==> src/rtl/game_sequencer.sv <==
// Top-level controller for binary_refinement: mode FSM, game timer, LFSR challenge,
// saturating score, name entry and leaderboard. Every output is a register.
module game_sequencer #(
  parameter int         GAME_TIME   = 20,
  parameter int         RESULT_TIME = 2,
  parameter int         PENALTY     = 5,
  parameter logic [7:0] LFSR_SEED   = 8'hA5
) (
  input  logic        clk,
  input  logic        rst,
  input  logic        tick_1hz,
  input  logic        newgame_p,
  input  logic        newplayer_p,
  input  logic        score_p,
  input  logic        submit_p,
  input  logic [7:0]  sw,
  input  logic        key_valid,
  input  logic [3:0]  key_val,
  output logic [2:0]  mode,
  output logic [7:0]  challenge,
  output logic [5:0]  time_left,
  output logic        is_correct,
  output logic [15:0] your_score,
  output logic [3:0]  name0,
  output logic [3:0]  name1,
  output logic [3:0]  name2,
  output logic [1:0]  name_cnt,
  output logic [15:0] leader_score,
  output logic [3:0]  leader_name0,
  output logic [3:0]  leader_name1,
  output logic [3:0]  leader_name2
);

  typedef enum logic [2:0] {
    MODE_SCORE     = 3'b000,
    MODE_LEADER    = 3'b001,
    MODE_GAME      = 3'b010,
    MODE_RESULT    = 3'b011,
    MODE_NEWPLAYER = 3'b100
  } mode_t;

  localparam logic signed [16:0] NEG_PEN  = 17'(-PENALTY);
  localparam logic [5:0]         GT       = 6'(GAME_TIME);
  localparam logic [5:0]         GT_LAST  = 6'(GAME_TIME - 1);
  localparam logic [3:0]         RES_LAST = 4'(RESULT_TIME - 1);

  mode_t              r_mode, w_mode_next;
  logic [7:0]         r_lfsr, w_lfsr_next;
  logic [7:0]         r_challenge, w_challenge_next;
  logic [5:0]         r_elapsed, w_elapsed_next;
  logic [5:0]         r_time_left, w_time_left_next;
  logic [3:0]         r_res_cnt, w_res_cnt_next;
  logic               r_is_correct, w_is_correct_next;
  logic signed [15:0] r_score, w_score_next;
  logic [3:0]         r_name [3];
  logic [3:0]         w_name_next [3];
  logic [1:0]         r_name_cnt, w_name_cnt_next;
  logic signed [15:0] r_leader_score, w_leader_score_next;
  logic [3:0]         r_leader_name [3];
  logic [3:0]         w_leader_name_next [3];

  logic signed [16:0] w_points;
  logic               w_lfsr_fb;

  // Widen by one bit so overflow is visible, then clamp to the 16-bit range.
  function automatic logic signed [15:0] sat_add(input logic signed [15:0] a,
                                                 input logic signed [16:0] b);
    logic signed [16:0] s;
    s = {a[15], a} + b;
    if (s > 17'sd32767)
      return 16'sh7FFF;
    else if (s < -17'sd32768)
      return 16'sh8000;
    else
      return s[15:0];
  endfunction

  assign w_points  = $signed(17'(GAME_TIME) - {11'd0, r_elapsed});
  assign w_lfsr_fb = r_lfsr[7] ^ r_lfsr[5] ^ r_lfsr[4] ^ r_lfsr[3];

  always_comb begin
    w_mode_next         = r_mode;
    w_lfsr_next         = {r_lfsr[6:0], w_lfsr_fb};
    w_challenge_next    = r_challenge;
    w_elapsed_next      = r_elapsed;
    w_time_left_next    = r_time_left;
    w_res_cnt_next      = r_res_cnt;
    w_is_correct_next   = r_is_correct;
    w_score_next        = r_score;
    w_name_cnt_next     = r_name_cnt;
    w_leader_score_next = r_leader_score;
    for (int i = 0; i < 3; i++) begin
      w_name_next[i]        = r_name[i];
      w_leader_name_next[i] = r_leader_name[i];
    end

    case (r_mode)
      MODE_SCORE, MODE_LEADER: begin
        if (newplayer_p) begin
          w_mode_next     = MODE_NEWPLAYER;
          w_name_cnt_next = 2'd0;
          for (int i = 0; i < 3; i++) w_name_next[i] = 4'd0;
        end else if (newgame_p) begin
          w_mode_next      = MODE_GAME;
          w_challenge_next = r_lfsr;
          w_elapsed_next   = 6'd0;
          w_time_left_next = GT;
        end else if (score_p) begin
          w_mode_next = (r_mode == MODE_SCORE) ? MODE_LEADER : MODE_SCORE;
        end
      end

      MODE_GAME: begin
        // A submit landing on the same cycle as a tick is scored on the pre-tick time.
        if (submit_p) begin
          w_mode_next    = MODE_RESULT;
          w_res_cnt_next = 4'd0;
          if (sw == r_challenge) begin
            w_is_correct_next = 1'b1;
            w_score_next      = sat_add(r_score, w_points);
          end else begin
            w_is_correct_next = 1'b0;
            w_score_next      = sat_add(r_score, NEG_PEN);
          end
        end else if (tick_1hz) begin
          w_elapsed_next   = r_elapsed + 6'd1;
          w_time_left_next = r_time_left - 6'd1;
          if (r_elapsed == GT_LAST) begin
            w_mode_next       = MODE_RESULT;
            w_res_cnt_next    = 4'd0;
            w_is_correct_next = 1'b0;
            w_score_next      = sat_add(r_score, NEG_PEN);
          end
        end
      end

      MODE_RESULT: begin
        if (tick_1hz) begin
          if (r_res_cnt == RES_LAST) begin
            w_mode_next = MODE_SCORE;
            if (r_score > r_leader_score) begin
              w_leader_score_next = r_score;
              for (int i = 0; i < 3; i++) w_leader_name_next[i] = r_name[i];
            end
          end else begin
            w_res_cnt_next = r_res_cnt + 4'd1;
          end
        end
      end

      MODE_NEWPLAYER: begin
        if (key_valid && r_name_cnt != 2'd3) begin
          w_name_next[2]  = r_name[1];
          w_name_next[1]  = r_name[0];
          w_name_next[0]  = key_val;
          w_name_cnt_next = r_name_cnt + 2'd1;
        end
        if (submit_p && r_name_cnt == 2'd3) begin
          w_score_next = 16'sd0;
          w_mode_next  = MODE_SCORE;
        end
      end

      default: w_mode_next = MODE_NEWPLAYER;
    endcase
  end

  always_ff @(posedge clk) begin
    if (rst) begin
      r_mode         <= MODE_NEWPLAYER;
      r_lfsr         <= LFSR_SEED;
      r_challenge    <= 8'd0;
      r_elapsed      <= 6'd0;
      r_time_left    <= GT;
      r_res_cnt      <= 4'd0;
      r_is_correct   <= 1'b0;
      r_score        <= 16'sd0;
      r_name_cnt     <= 2'd0;
      r_leader_score <= 16'sd0;
      for (int i = 0; i < 3; i++) begin
        r_name[i]        <= 4'd0;
        r_leader_name[i] <= 4'd0;
      end
    end else begin
      r_mode         <= w_mode_next;
      r_lfsr         <= w_lfsr_next;
      r_challenge    <= w_challenge_next;
      r_elapsed      <= w_elapsed_next;
      r_time_left    <= w_time_left_next;
      r_res_cnt      <= w_res_cnt_next;
      r_is_correct   <= w_is_correct_next;
      r_score        <= w_score_next;
      r_name_cnt     <= w_name_cnt_next;
      r_leader_score <= w_leader_score_next;
      for (int i = 0; i < 3; i++) begin
        r_name[i]        <= w_name_next[i];
        r_leader_name[i] <= w_leader_name_next[i];
      end
    end
  end

  assign mode         = r_mode;
  assign challenge    = r_challenge;
  assign time_left    = r_time_left;
  assign is_correct   = r_is_correct;
  assign your_score   = r_score;
  assign name0        = r_name[0];
  assign name1        = r_name[1];
  assign name2        = r_name[2];
  assign name_cnt     = r_name_cnt;
  assign leader_score = r_leader_score;
  assign leader_name0 = r_leader_name[0];
  assign leader_name1 = r_leader_name[1];
  assign leader_name2 = r_leader_name[2];

endmodule

==> config.mk <==
export PLATFORM = sky130hd
export DESIGN_NAME = game_sequencer
export DESIGN_NICKNAME = d
export VERILOG_FILES = /design/src/rtl/game_sequencer.sv
export SDC_FILE = /design/constraint.sdc
export NUM_CORES = 1
export LEC_CHECK = 0
export BUFFER_PORTS_ARGS = -buffer_cell sky130_fd_sc_hd__clkbuf_2
export CORE_AREA = 2 2 114 116
export DETAILED_ROUTE_END_ITERATION = 10
export DIE_AREA = 0 0 116 118
export GPL_TIMING_DRIVEN = 0
export PLACE_DENSITY = 0.74
export SLEW_MARGIN = 20
export SYNTH_ARGS = -nofsm -noshare
export SYNTH_HDL_FRONTEND = slang
export SYNTH_SLANG_ARGS = --single-unit
==> constraint.sdc <==
create_clock -name clk -period 3.3 [get_ports clk]
set_input_delay 0.66 -clock clk [delete_from_list [all_inputs] [get_ports clk]]
set_output_delay 0.66 -clock clk [all_outputs]
set_load 0.03 [all_outputs]
==> insert_results.sql <==
INSERT INTO impl_metrics (metric_group, metric, value, unit) VALUES
('run_status', 'outcome', 'complete, no violations', ''),
('finish', 'layout.cells.most_common', 'clkbuf_2', ''),
('finish', 'layout-area-overhead-vs-synth', '23.1', '%'),
('power', 'cellLeakagePower', '3.06', 'nW'),
('power', 'power-per-cell-area', '351', 'nW/µm²'),
('clock_tree', 'h-tree-depth', '3', ''),
('worst_setup_path', 'endpoint_kind', 'register', ''),
('yosys', 'synthesized_netlist_cell_count', '743', ''),
('yosys', 'synth.net_count', '804', ''),
('timing', 'clock_skew', '7.44', 'ps'),
('timing', 'slew_viol_final', '0', ''),
('timing', 'fin_worst_hold_slack', '447', 'ps'),
('yosys', 'asyncSetResetFlopFracSynth', '0', '%'),
('worst_setup_path', 'timing.rr.end', 'your_score[13]$_SDFFE_PP0P_', ''),
('power', 'power.net_switching', '750', 'µW'),
('power', 'cell_internal_pwr', '1.91', 'mW'),
('finish', 'post_route_cells_drive_above_1_share', '23.7', '%'),
('finish', 'antenna-diode-count', '0', ''),
('detailed_routing', 'drt.antenna.violating_nets', '0', ''),
('worst_setup_path', 'critical_path.n_buffers_inverters', '3', ''),
('worst_setup_path', 'r2r_path_start', 'r_elapsed[0]$_SDFFE_PP0P_', ''),
('floorplanning', 'die_height', '118', 'µm'),
('worst_setup_path', 'critical_path_arrival', '3480', 'ps'),
('global_route', 'globalRoute.totalOverflow', '0', ''),
('worst_setup_path', 'maximum_fanout_encountered_on_the_critical_timing_path', '8', ''),
('yosys', 'ys.warnings.count', '0', ''),
('finish', 'summed_area_of_non_filler_cells_in_the_final_layout', '7570', 'µm²'),
('clock_tree', 'clock-root-buffer', 'clkbuf_16', ''),
('yosys', 'synth_top_cell_area_share', '30.6', '%'),
('floorplanning', 'row_count', '41', ''),
('worst_setup_path', 'path_depth', '15', ''),
('timing', 'max_slew_margin_vs_limit', '50.7', '%'),
('floorplanning', 'core_region_area', '12400', 'µm²'),
('placed_design', 'place.gp.congestion', '0.835', ''),
('timing', 'max_freq', '308', 'MHz'),
('timing', 'post-route-min-period', '3250', 'ps'),
('clock_tree', 'cts-hold-fix-buffers', '0', ''),
('clock_tree', 'worstSkewPairLatency', '350', 'ps'),
('detailed_routing', 'detail_route.vias_per_cell', '5.42', ''),
('yosys', 'synth_area', '6150', 'µm²'),
('floorplanning', 'floorplan.die_area', '13700', 'µm²'),
('detailed_routing', 'routed_wire_length_per_instance', '15.0', 'µm'),
('global_route', 'grt_antenna_before_repair', '0', ''),
('clock_tree', 'cts-buffers-inserted', '9', ''),
('worst_setup_path', 'critical_path.max_stage_delay', '400', 'ps'),
('timing', 'tightestPinTransition', '737', 'ps'),
('floorplanning', 'ios', '96', ''),
('worst_setup_path', 'cpLargestDelayFamily', 'compound AO/OA/AOI/OAI gates', ''),
('yosys', 'yosysSeqAreaShare', '30.6', '%'),
('clock_tree', 'cts.sink_count', '94', ''),
('clock_tree', 'clk_path_buf_depth', '2', ''),
('power', 'netSwitchingFraction', '28.2', '%'),
('worst_hold_path', 'worst_hold_path.num_cells', '1', ''),
('yosys', 'yosys_register_bits', '94', ''),
('detailed_routing', 'detail_route.wirelength', '15.6', 'mm'),
('power', 'vdd_drop_max', '370', 'µV'),
('worst_setup_path', 'ff2ff_setup_slack', '50', 'ps'),
('finish', 'fin_nets', '923', ''),
('worst_setup_path', 'worst_ep_required', '3530', 'ps'),
('run', 'maxCapViolations', '0', ''),
('floorplanning', 'floorplan.die.width', '116', 'µm'),
('placed_design', 'detailed_place.area', '6840', 'µm²'),
('timing', 'timing.final.setup_violations', '0', ''),
('clock_tree', 'clock_transition_at_the_registers_of_the_reported_paths', '70', 'ps'),
('timing', 'final-hold-violation-count', '0', ''),
('worst_setup_path', 'critPathLaunch', 'r_elapsed[0]$_SDFFE_PP0P_', ''),
('worst_setup_path', 'crit_path_cell_trace', 'inv_4 -> ha_4 -> nor2b_2 -> o21ai_2 -> nand2b_4 -> ha_4 -> buf_6 -> a211oi_4 -> o211a_1 -> a2111oi_4 -> o211ai_4 -> a21oi_4 -> buf_6 -> o41ai_2 -> a32o_1', ''),
('finish', 'mostFrequentLayoutCells', 'clkbuf_2 (94), dfxtp_1 (92), nand2b_1 (63), nand2_1 (54), a21oi_1 (50)', ''),
('yosys', 'postSynth.topFlopCell', 'dfxtp_1', ''),
('placed_design', 'buffers_on_ports', '94', ''),
('power', 'seq_power_share', '45.9', '%');
==> state kept, by name (all words and copies together) (netlist names) <==
register       flops
r_name            12
challenge          8
r_lfsr             8
r_leader_name     12
r_elapsed          6
r_res_cnt          4
your_score        16
leader_score      16
is_correct         1
name_cnt           2
time_left          6
mode               3
==> logic make-up after synthesis <==
kind of cell / synth area share, %
adders and majority gates: 8.62
buffers and inverters: 5.74
DFF: 30.6
AOI/OAI and AO/OA: 18.6
and+or+nand+nor: 24.5
muxes: 5.21
xor gates and xnor gates: 6.69
==> power groups by stage <==
| stage | Sequential, mW | Combinational [mW] | Clock [mW] |
|---|---|---|---|
| 2_1_floorplan | 1.30 | 0.230 | 0 |
| 3_5_place_dp | 1.25 | 0.400 | 0 |
| 5_1_grt | 1.23 | 0.448 | 1.10 |
| 3_3_place_gp | 1.25 | 0.396 | 0 |
| 4_1_cts | 1.22 | 0.403 | 1.05 |
| 6_report | 1.22 | 0.409 | 1.03 |
==> through the flow <==
stage	total power [mW]	setup TNS (ps)	worst slack (ps)	cells
floorplan	1.53	0	101	743
global placement	1.64	-6460	-493	1009
detailed placement	1.65	-6280	-480	1009
CTS	2.67	0	17.1	1033
global route	2.78	-313	-52.6	1038
finish	2.66	0	51.3	1038
==> layout make-up <==
class | count | area (µm²)
multi-input combinational | 572 | 4200
clock buffer | 10 | 229
fill | 1153 | 4840
buffer | 44 | 250
timing repair buffer | 110 | 609
sequential | 94 | 1890
clock inverter | 5 | 58.8
inverter | 31 | 121
tap | 172 | 215
==> synthesized netlist by cell type, drive strengths merged (5+ instances only) <==
master and instances:
ha 40, buf 21, nand3 26, nand2b 64, or2 9, xnor2 12, a32o 11, nand4 9
o21ai 41, clkbuf 23, nand2 57, a21oi 55, o21a 15, a21o 5, nor2b 12, nor2 51
mux2i 32, nor3b 7, nor3 18, xor2 35, o211ai 7, dfxtp 94, a211oi 5, inv 31
==> layer usage <==
layer / up-vias / track usage, % / share of wire [%]
met5: - / 0 / 0
met4: 0 / 6.32 / 1.6
met3: 18 / 4.27 / 4.2
met2: 144 / 36.2 / 47
met1: 2614 / 31.1 / 47
li1: 2849 / - / -
==> worst min-delay path by stage <==
stage	endpoint	slack (ps)	from
2_1_floorplan	r_lfsr[2]$_SDFF_PP1_	420	r_lfsr[1]$_SDFF_PP0_
3_3_place_gp	r_lfsr[7]$_SDFF_PP1_	430	r_lfsr[6]$_SDFF_PP0_
3_5_place_dp	r_lfsr[2]$_SDFF_PP1_	430	r_lfsr[1]$_SDFF_PP0_
4_1_cts	r_lfsr[7]$_SDFF_PP1_	450	r_lfsr[6]$_SDFF_PP0_
5_1_grt	r_lfsr[7]$_SDFF_PP1_	490	r_lfsr[6]$_SDFF_PP0_
6_report	r_lfsr[7]$_SDFF_PP1_	450	r_lfsr[6]$_SDFF_PP0_
==> repair_timing <==
| action | in CTS | in global routing |
|---|---|---|
| buffers inserted | 9 | 6 |
| hold endpoints to repair | 0 | 0 |
| setup endpoints to repair | 16 | 15 |
| gates resized for setup | 22 | 51 |
| cloned | 1 | 0 |
| pin swaps | 8 | 13 |
No activity file was read; power rests on OpenSTA's default activity.
